===== config.mk =====
export PLATFORM = sky130hd
export DESIGN_NAME = fifo_reader_flat
export DESIGN_NICKNAME = d
export VERILOG_FILES = /design/src/rtl/fifo_reader_if.sv /design/src/rtl/fifo_reader.sv /design/src/flat_wrapper.sv
export SDC_FILE = /design/constraint.sdc
export NUM_CORES = 1
export LEC_CHECK = 0
export ABC_AREA = 1
export BUFFER_PORTS_ARGS = -buffer_cell sky130_fd_sc_hd__buf_2
export CAP_MARGIN = 20
export CELL_PAD_IN_SITES_DETAIL_PLACEMENT = 0
export CELL_PAD_IN_SITES_GLOBAL_PLACEMENT = 1
export CORE_MARGIN = 2
export CORE_UTILIZATION = 30
export DETAILED_ROUTE_END_ITERATION = 10
export PLACE_DENSITY_LB_ADDON = 0.1
export SYNTH_ARGS = -nofsm -noshare
export SYNTH_HDL_FRONTEND = slang
export SYNTH_SLANG_ARGS = --single-unit

===== constraint.sdc =====
create_clock -name clk_i -period 5.9 [get_ports clk_i]
set_input_delay 1.18 -clock clk_i [delete_from_list [all_inputs] [get_ports clk_i]]
set_output_delay 1.18 -clock clk_i [all_outputs]
set_load 0.02 [all_outputs]

===== src/rtl/fifo_reader_if.sv =====
// Pop-side FIFO hookup and output stream bundle for fifo_reader.
// master = the reader itself, slave = the FIFO/consumer environment.
interface fifo_reader_if #(
  parameter int WIDTH = 32
);
  logic             fifo_pop_o;
  logic [WIDTH-1:0] fifo_data_i;
  logic             fifo_empty_i;
  logic             flush_i;
  logic             valid_o;
  logic [WIDTH-1:0] data_o;
  logic             ready_i;
  logic [1:0]       level_o;

  modport master (
    output fifo_pop_o,
    output valid_o,
    output data_o,
    output level_o,
    input  fifo_data_i,
    input  fifo_empty_i,
    input  flush_i,
    input  ready_i
  );

  modport slave (
    input  fifo_pop_o,
    input  valid_o,
    input  data_o,
    input  level_o,
    output fifo_data_i,
    output fifo_empty_i,
    output flush_i,
    output ready_i
  );
endinterface


===== src/rtl/fifo_reader.sv =====
// fifo_reader: pops a registered-read FIFO and re-presents its words as a
// valid/ready stream. A 2-entry buffer absorbs the one-cycle read latency so
// the stream can run at one word per cycle. Buffer occupancy plus the word in
// flight never exceeds 2, so a captured word always has a free slot.
module fifo_reader #(
  parameter int WIDTH = 32
) (
  input  logic          clk_i,
  input  logic          rst_i,
  fifo_reader_if.master bus
);

  logic [1:0]       count_q;
  logic [1:0]       count_d;
  logic             inflight_q;
  logic [WIDTH-1:0] head_q;
  logic [WIDTH-1:0] head_d;
  logic [WIDTH-1:0] tail_q;
  logic [WIDTH-1:0] tail_d;
  logic             deq;
  logic             cap;
  logic             pop;
  logic [1:0]       occupancy;

  assign bus.valid_o = (count_q != 2'd0);
  assign bus.data_o  = head_q;
  assign bus.level_o = count_q;

  assign deq = bus.valid_o && bus.ready_i;
  // A word arriving during a flush is dropped rather than captured.
  assign cap = inflight_q && !bus.flush_i;

  // Committed slots after this cycle's dequeue, counting the word in flight.
  assign occupancy = count_q + {1'b0, inflight_q} - {1'b0, deq};

  // Pop only when a slot is guaranteed free; reset holds the pop low even
  // between clock edges.
  assign pop = !rst_i && !bus.fifo_empty_i && !bus.flush_i && (occupancy < 2'd2);
  assign bus.fifo_pop_o = pop;

  // Buffer update: capture goes to the first free slot, dequeue shifts tail to head.
  always_comb begin
    count_d = count_q;
    head_d  = head_q;
    tail_d  = tail_q;
    if (bus.flush_i) begin
      count_d = 2'd0;
    end else begin
      case ({cap, deq})
        2'b10: begin
          if (count_q == 2'd0) head_d = bus.fifo_data_i;
          else                 tail_d = bus.fifo_data_i;
          count_d = count_q + 2'd1;
        end
        2'b01: begin
          head_d  = tail_q;
          count_d = count_q - 2'd1;
        end
        2'b11: begin
          // Count is unchanged; the new word lands behind whatever remains.
          if (count_q == 2'd2) begin
            head_d = tail_q;
            tail_d = bus.fifo_data_i;
          end else begin
            head_d = bus.fifo_data_i;
          end
        end
        default: ;
      endcase
    end
  end

  // State registers with asynchronous clear.
  always_ff @(posedge clk_i or posedge rst_i) begin
    if (rst_i) begin
      count_q    <= 2'd0;
      inflight_q <= 1'b0;
      head_q     <= '0;
      tail_q     <= '0;
    end else begin
      count_q    <= count_d;
      inflight_q <= pop;
      head_q     <= head_d;
      tail_q     <= tail_d;
    end
  end

endmodule


===== src/flat_wrapper.sv =====
// flat-port wrapper written by rule: the top's interface ports become plain ports
module fifo_reader_flat 
#(
  parameter int WIDTH = 32
)
  (clk_i, rst_i, bus_fifo_pop_o, bus_valid_o, bus_data_o, bus_level_o, bus_fifo_data_i, bus_fifo_empty_i, bus_flush_i, bus_ready_i);
  fifo_reader_if #(.WIDTH(WIDTH)) bus_i ();
  input  logic clk_i;
  input  logic rst_i;
  output wire logic [$bits(bus_i.fifo_pop_o)-1:0] bus_fifo_pop_o;
  output wire logic [$bits(bus_i.valid_o)-1:0] bus_valid_o;
  output wire logic [$bits(bus_i.data_o)-1:0] bus_data_o;
  output wire logic [$bits(bus_i.level_o)-1:0] bus_level_o;
  input wire logic [$bits(bus_i.fifo_data_i)-1:0] bus_fifo_data_i;
  input wire logic [$bits(bus_i.fifo_empty_i)-1:0] bus_fifo_empty_i;
  input wire logic [$bits(bus_i.flush_i)-1:0] bus_flush_i;
  input wire logic [$bits(bus_i.ready_i)-1:0] bus_ready_i;
  assign bus_fifo_pop_o = bus_i.fifo_pop_o;
  assign bus_valid_o = bus_i.valid_o;
  assign bus_data_o = bus_i.data_o;
  assign bus_level_o = bus_i.level_o;
  assign bus_i.fifo_data_i = bus_fifo_data_i;
  assign bus_i.fifo_empty_i = bus_fifo_empty_i;
  assign bus_i.flush_i = bus_flush_i;
  assign bus_i.ready_i = bus_ready_i;
  fifo_reader #(.WIDTH(WIDTH)) u_core (.clk_i(clk_i), .rst_i(rst_i), .bus(bus_i));
endmodule

# [Word level (Yosys, flattened, before mapping)]
# Index checks and enable logic that the tools add are counted.
[op_classes] n_bitwise=1 reduce_logical=15 mux=8 eq_ne=7 order_cmp=1 n_addsub=4
[ops] cell="$mux 32" count=4
[ops] cell="$pmux 32 s3" count=1
[ops] cell="$pmux 32 s2" count=1
[ops] cell="$eq 2x2->1 const B" count=3
[ops] cell="$reduce_bool 3->1" count=2
[ops] cell="$logic_and 1x1->1" count=5
[ops] cell="$ne 2x1->1 const B" count=2
[ops] cell="$pmux 2 s2" count=1
[ops] cell="$reduce_and 4->1" count=1
[ops] cell="$reduce_bool 2->1" count=2
[ops] cell="$logic_not 1->1" count=3
[ops] cell="$reduce_and 3->1" count=1
[ops] cell="$add 2x1->2" count=1
[ops] cell="$add 2x1->2 const B" count=1
[ops] cell="$eq 2x1->1 const B" count=1
[ops] cell="$logic_not 2->1" count=1
[ops] cell="$lt 2x2->1 const B" count=1
[ops] cell="$mux 2" count=1
[ops] cell="$ne 2x2->1 const B" count=1
[ops] cell="$sub 2x1->2" count=1
[ops] cell="$sub 2x1->2 const B" count=1
[ops] cell="$not 1->1" count=1
[word_totals] register_bits=67 out_inout_bits=36

# [Logic depth before layout (Yosys ltp)]
# Gate-level depths: netlist of run 1.
[logic_depth] depth_word=5 mapped_depth=10 ltp_nobuf=8

# [Worst setup path after synthesis of run 1]
# Ideal clock, no wire load.
[synth_timing] kind="input to output" from="input port rst_i" to="output port bus_fifo_pop_o" cell_stages=3 path_slack_ps=1641 t_arrival_ps=3079 path_buffers=0 t_required_ps=4720 cell_sequence="inv_1 nand2_1 nor2_1"
[synth_via] elab_chain_cells=4
[synth_rtl] item="start, declared" line_no="flat_wrapper.sv:9" text="input logic rst_i;"
[synth_rtl] item="$logic_not 1->1" line_no="fifo_reader.sv:38" text="assign pop = !rst_i && !bus.fifo_empty_i && !bus.flush_i && (occupancy < 2'd2);"
[synth_rtl] item="$logic_and 1x1->1 (3 in series)" line_no="fifo_reader.sv:38"
[synth_rtl] item="end, declared" line_no="flat_wrapper.sv:10" text="output wire logic [$bits(bus_i.fifo_pop_o)-1:0] bus_fifo_pop_o;"
# No other way between the ends.

# [Worst setup path after layout of run 1]
[layout_timing] from="input port bus_flush_i" to="register u_core.head_q[28], in the netlist u_core.bus.data_o[28]"
[layout_via] elab_chain_cells=5
[layout_rtl] item="start, declared" line_no="flat_wrapper.sv:16" text="input wire logic [$bits(bus_i.flush_i)-1:0] bus_flush_i;"
[layout_rtl] item="$logic_not 1->1" line_no="fifo_reader.sv:31" text="assign cap = inflight_q && !bus.flush_i;"
[layout_rtl] item="$logic_and 1x1->1" line_no="fifo_reader.sv:31"
[layout_rtl] item="$eq 2x2->1 / $eq 2x1->1 (equally long branches)" line_no="fifo_reader.sv:49" text="case ({cap, deq})"
[layout_rtl] item="$ne 2x1->1 (no source line) / $reduce_bool 3->1 (equally long branches)"
[layout_rtl] item="$reduce_and 3->1 (no source line)"
[layout_rtl] item="end signal, assigned" line_no="fifo_reader.sv:78" text="head_q <= '0;"
[layout_rtl] item="end signal, assigned" line_no="fifo_reader.sv:83" text="head_q <= head_d;"
[layout_rtl] item="end, declared" line_no="fifo_reader.sv:16" text="logic [WIDTH-1:0] head_q;"
# Parallel ways exist; a longest one is shown, timed or not.
# A chain may end at the register's enable or synchronous reset.

==> results of run 1 <==
cells in the final DEF, fill, tap and decap left out:
cell,instances
o21ai_2,1
inv_1,37
nor2_1,34
a21oi_1,11
nand2_2,1
clkbuf_1,2
nor2_4,1
o21ai_1,4
inv_2,3
clkbuf_16,9
o211ai_4,1
nand3b_1,21
nand2_4,1
nor2_2,1
dfrtp_1,67
buf_2,72
buf_4,3
o21ai_0,29
xnor2_1,3
nand3_1,38
bufinv_16,2
ha_1,1
clkinv_2,1
nand4_1,3
nand2_1,168
final cells by class:
type                            count  area (µm²)
Multi-Input combinational cell    318        1449
Sequential cell                    67        1677
Fill cell                        1205        6852
Tap cell                          140       175.2
Inverter                           40       150.1
Timing Repair Buffer               75       382.9
Clock buffer                       11       232.7
Clock inverter                      3       65.06
stage by stage:
step / util [%] / hold slack [ns] / setup WS (ns) / instance area, µm² / std cells
after global placement: 34.91 / 0.4569 / 1.978 / 3834 / 640
after global routing: 37.62 / 0.4892 / 1.908 / 4131 / 654
final: 37.62 / 0.4726 / 2.163 / 4131 / 654
after floorplan: - / 0.4444 / 1.641 / 3410 / 451
after detailed placement: 34.91 / 0.4597 / 1.840 / 3834 / 640
after CTS: 37.62 / 0.4779 / 2.203 / 4131 / 654
worst max-delay path, stage by stage:
cell and delay [ns]:
buf_2 0.10, inv_1 0.28, nand2_1 0.41, inv_1 0.25, nand2_1 0.54, nand2_1 0.86, nand2_1 0.14, nand3_1 0.12
nand2_1 0.06
registers in the layout, summed over array words and instances, names as in the netlist:
register,count
u_core.bus.data_o,32
u_core.tail_q,32
u_core.bus.level_o,2
u_core.inflight_q,1
per-layer routing:
layer / part of all wire [%] / routed length [µm] / GRT usage, % / vias to the layer above
met1: 51 / 4643 / 22.09 / 1418
met3: 4.8 / 435 / 2.964 / 11
met4: 1.4 / 124 / 6.750 / 0
li1: - / - / - / 1532
met2: 43 / 3942 / 22.90 / 82
met5: 0 / 0 / 0 / -
power by group through the flow:
| stage | combinational (mW) | clock [mW] | sequential, mW |
|---|---|---|---|
| final | 0.577 | 0.557 | 0.758 |
| after global routing | 0.646 | 0.599 | 0.785 |
| after CTS | 0.586 | 0.576 | 0.759 |
| after detailed placement | 0.584 | 0 | 0.763 |
| after global placement | 0.578 | 0 | 0.760 |
| after floorplan | 0.277 | 0 | 0.875 |
final timing paths:
kind                                                  startpoint                                end  depth (start not counted)
max in group asynchronous                                  rst_i      u_core.tail_q[27]$_DFFE_PP0P_                          3
worst min register to register  u_core.bus.data_o[3]$_DFFE_PP0P_   u_core.bus.data_o[3]$_DFFE_PP0P_                          2
worst min-delay path            u_core.bus.data_o[3]$_DFFE_PP0P_   u_core.bus.data_o[3]$_DFFE_PP0P_                          2
worst max-delay path                                 bus_flush_i  u_core.bus.data_o[28]$_DFFE_PP0P_                          9
worst max register to register       u_core.inflight_q$_DFF_PP0_  u_core.bus.data_o[28]$_DFFE_PP0P_                          7
min in group asynchronous                                  rst_i  u_core.bus.data_o[18]$_DFFE_PP0P_                          2
cells by family after synthesis:
logic type | count (synthesis)
simple gates | 268
flops | 67
fa+ha+maj | 1
buf+inv | 66
compound gates | 46
xor+xnor | 3
==> flow_summary.toml, run 1 <==
[logic_synthesis]
yosys.cell_types.count = 23
synth_mux_area_share_pct = 0
netlist.area_leader.share_pct = 49.17
yosysWarnings = 0
syn_area_per_cell_um2 = 7.560
ys.flop_type = "dfrtp_1"
yosys.area_share.adder_pct = 0.3670
synthTopCellsByCount = "nand2_1, dfrtp_1, inv_1, nand3_1, nor2_1"
syn_nets = 489
ys_seq_elements = 67
synth_compound_area_share_pct = 7.339
synth.area.top_cells = "dfrtp_1, nand2_1, nand3_1"
yosys.area_share.simple_pct = 33.87
ys_async_sr_fraction_pct = 100.0
synthCells = 451
synth_most_common_cell = "nand2_1"
netlist_area_um2 = 3410
yosys.area.top_type = "dfrtp_1"
synth_top_family_by_area = "simple AND/OR/NAND/NOR gates"
seq_area_frac_synth_pct = 49.17
synth_xor_area_share_pct = 0.7706
synth-edff-count = 0

[worst_setup_path]
crit_required_ns = 6.12
startpoint_type = "primary input"
worst_setup_path_end_kind = "flip-flop"
ff2ff_setup_slack_ns = 2.98
crit_type = "in2reg"
critPathArrivalTime_ns = 3.96
crit_fanout = 22

[finish]
antenna_cells = 0
layout.nets = 549
drive_gt1_share_pct = 18.68
area_delta_synth_final_pct = 21.17

[floorplanning]
initial_core_util_pct = 31.04
fp.dieH_um = 110.6
rows = 38
die_w_um = 110.6
io_pins = 73
core_um2 = 10980
die_area_um2 = 12230

[sta]
fin_tns_setup_ns = 0
fmax_ghz = 0.2676
drv_slew = 0
setup_viol = 0
period_needed_ns = 3.737
skew_ns = 0.004521
timing.final.crit_share_pct = 63.34
max_slew_margin_pct = 43.18
worst-slew-pin-transition_ns = 0.8502
hold_viol = 0
rsz0062_at_grt = "false"

[place]
dp_hpwl_mm = 5.746
routabilityCongestion = 0.7576
io_buffer_count = 72

[routing]
postRouteAntennaNets = 0
drc = 0
drtIter0Drc = 156
wl_per_cell_um = 13.98
detailroute.via_count = 3043
viasPerCell = 4.653
drt-total-wl_mm = 9.146
dr.pass1.iters = 4

[clocking]
clkTransAtPathRegs_ns = 0.06
cts_buffers = 9
holdBufCountCts = 0
clk_path_buf_depth = 2
ctsResizeCount = 0
post_cts_buffers = 0
cts-root-buf = "clkbuf_16"
cts_htree_levels = 3
clock_latency_ns = 0.33
tritoncts = "yes"
cts.sinks = 67

[power_and_ir_drop]
pwr-share-comb_pct = 30.5
total_power_mw = 1.892
power.leakage_nw = 2.242
pwr-share-seq_pct = 40.1
ir_drop_mv = 0.1460
power-per-cell-area_nw_per_um2 = 457.9
p_sw_mw = 0.6651
p_sw_share_pct = 35.15
power.share.clock_pct = 29.5
p_int_mw = 1.227

[run_status]
outcome = "finished, final reports clean"

[min_path]
min_path_type = "reg2reg"

[global_route]
grt_max_degree = 57
grt_pass1_wl_mm = 15.26
antenna_found_initial = 0
track_usage_pct = 15.51
grt_pass1_vias = 2931
overflow = 0

[flow_run]
drv_cap = 0
Note: power is estimated with default switching activity, not from simulation.
==> run 2: changes to the inputs <==
==> constraint.sdc (replaced) <==
create_clock -name clk_i -period 3.1 [get_ports clk_i]
set_input_delay 0.62 -clock clk_i [delete_from_list [all_inputs] [get_ports clk_i]]
set_output_delay 0.62 -clock clk_i [all_outputs]
set_load 0.02 [all_outputs]
==> flow_summary.toml, run 2 (synthesis gave the netlist of run 1 again) <==
[place]
dp_hpwl_mm = 5.573
dp_slack_ns = 0.7211
placed_cells = 648
io_buffer_count = 72
routabilityCongestion = 0.7131

[clocking]
clock_latency_ns = 0.32
cts.sinks = 67
cts_htree_levels = 3
clkTransAtPathRegs_ns = 0.06
post_cts_buffers = 0
cts_buffers = 9
ctsResizeCount = 0
tritoncts = "yes"
holdBufCountCts = 0
clk_path_buf_depth = 2
cts-root-buf = "clkbuf_16"

[sta]
fmax_ghz = 0.3862
timing.final.crit_share_pct = 83.54
setup_viol = 0
hold-worst-slack_ns = 0.4718
max_slew_margin_pct = 39.33
fin_tns_setup_ns = 0
drv_slew = 0
skew_ns = 0.003809
rsz0062_at_grt = "false"
worst-slew-pin-transition_ns = 0.9101
period_needed_ns = 2.590
fin_ws_ns = 0.5104
hold_viol = 0

[power_and_ir_drop]
power-per-cell-area_nw_per_um2 = 847.4
ir_drop_mv = 0.3314
pwr-share-comb_pct = 31.2
power.leakage_nw = 2.264
pwr-share-seq_pct = 40.3
total_power_mw = 3.553
p_sw_mw = 1.281
power.share.clock_pct = 28.5
p_int_mw = 2.272
p_sw_share_pct = 36.06

[global_route]
met2_usage_pct = 24.01
grt_pass1_vias = 2988
use_met1_pct = 21.20
top_usage_layer = "met2"
grt_max_degree = 68
overflow = 0
antenna_found_initial = 0
grt_util_met3_pct = 4.116
grt_pass1_wl_mm = 15.30
track_usage_pct = 15.39

[worst_setup_path]
ff2ff_setup_slack_ns = 0.91
cp_num_buf_inv = 2
critPathTopFamily = "flip-flops"
crit_required_ns = 2.48
crit_fanout = 11
cpPeakStageDelay_ns = 0.55
crit_type = "reg2out"
critPathArrivalTime_ns = 1.97
crit_top_cell = "nor2_1"
worst_setup_path_end_kind = "output pin"
startpoint_type = "flip-flop"
cp_slowest_cell = "dfrtp_1"
path_cells = "inv_2 > ha_1 > nor2_1 > xnor2_1 > nor2_1 > buf_2"

[finish]
antenna_cells = 0
layout.cells.non_filler = 664
layout.nets = 557
n_fill_cell = 1201
drive_gt1_share_pct = 20.42
final_cell_mix = "nand2_1, buf_2, dfrtp_1"
area_delta_synth_final_pct = 22.97
mostFrequentLayoutCell = "nand2_1"

[min_path]
min_path_type = "reg2reg"

[floorplanning]
core_um2 = 10980
die_w_um = 110.6
rows = 38
io_pins = 73
fp.dieH_um = 110.6
initial_core_util_pct = 31.04
die_area_um2 = 12230

[run_status]
outcome = "finished, final reports clean"

[routing]
drt-total-wl_mm = 8.943
viasPerCell = 4.553
wl_per_cell_um = 13.47
dr.pass1.iters = 4
drtIter0Drc = 173
postRouteAntennaNets = 0
drc = 0
detailroute.via_count = 3023

[flow_run]
drv_cap = 0
-- run 2: stage by stage --
step | util (%) | instance area [µm²]
after floorplan | - | 3413
after global placement | 35.49 | 3897
after detailed placement | 35.49 | 3897
after CTS | 38.18 | 4193
after global routing | 38.18 | 4193
final | 38.18 | 4193
-- run 2: area by class of cell --
cell class                      instances  area, µm²  share of cell area (%)
Timing Repair Buffer                   83      442.9                   10.56
Clock buffer                           10      229.0                   5.461
Inverter                               40      153.9                   3.671
Tap cell                              140      175.2                   4.178
Multi-Input combinational cell        318       1449                   34.56
Sequential cell                        67       1677                   39.99
Clock inverter                          6      66.31                   1.582
-- run 2: power groups by stage --
stage / Sequential [mW] / Combinational [mW] / Clock (mW)
final: 1.43 / 1.11 / 1.01
after global routing: 1.49 / 1.25 / 1.10
after CTS: 1.43 / 1.13 / 1.05
after detailed placement: 1.44 / 1.12 / 0
after global placement: 1.43 / 1.11 / 0
after floorplan: 1.67 / 0.528 / 0
-- run 2: tightest hold or removal path, delay by kind of cell (launching register included) --
family	cells	cell delay, ns
flip-flops	1	0.33
AND/OR/NAND/NOR	2	0.10
-- run 2: metal layers --
metal  vias to the layer above  wire [µm]
li1                       1553          -
met1                      1396       4611
met2                        69       3888
met3                         5        379
met4                         0         63
met5                         -          0
-- run 2: final timing paths --
| kind | startpoint | depth (start not counted) | endpoint |
|---|---|---|---|
| setup / recovery | u_core.bus.level_o[0]$_DFFE_PP0P_ | 6 | bus_fifo_pop_o |
| hold / removal | u_core.bus.data_o[21]$_DFFE_PP0P_ | 2 | u_core.bus.data_o[21]$_DFFE_PP0P_ |
| setup reg to reg | u_core.bus.level_o[0]$_DFFE_PP0P_ | 5 | u_core.tail_q[8]$_DFFE_PP0P_ |
| hold reg to reg | u_core.bus.data_o[21]$_DFFE_PP0P_ | 2 | u_core.bus.data_o[21]$_DFFE_PP0P_ |
| max in group asynchronous | rst_i | 3 | u_core.tail_q[16]$_DFFE_PP0P_ |
| min in group asynchronous | rst_i | 3 | u_core.bus.data_o[6]$_DFFE_PP0P_ |
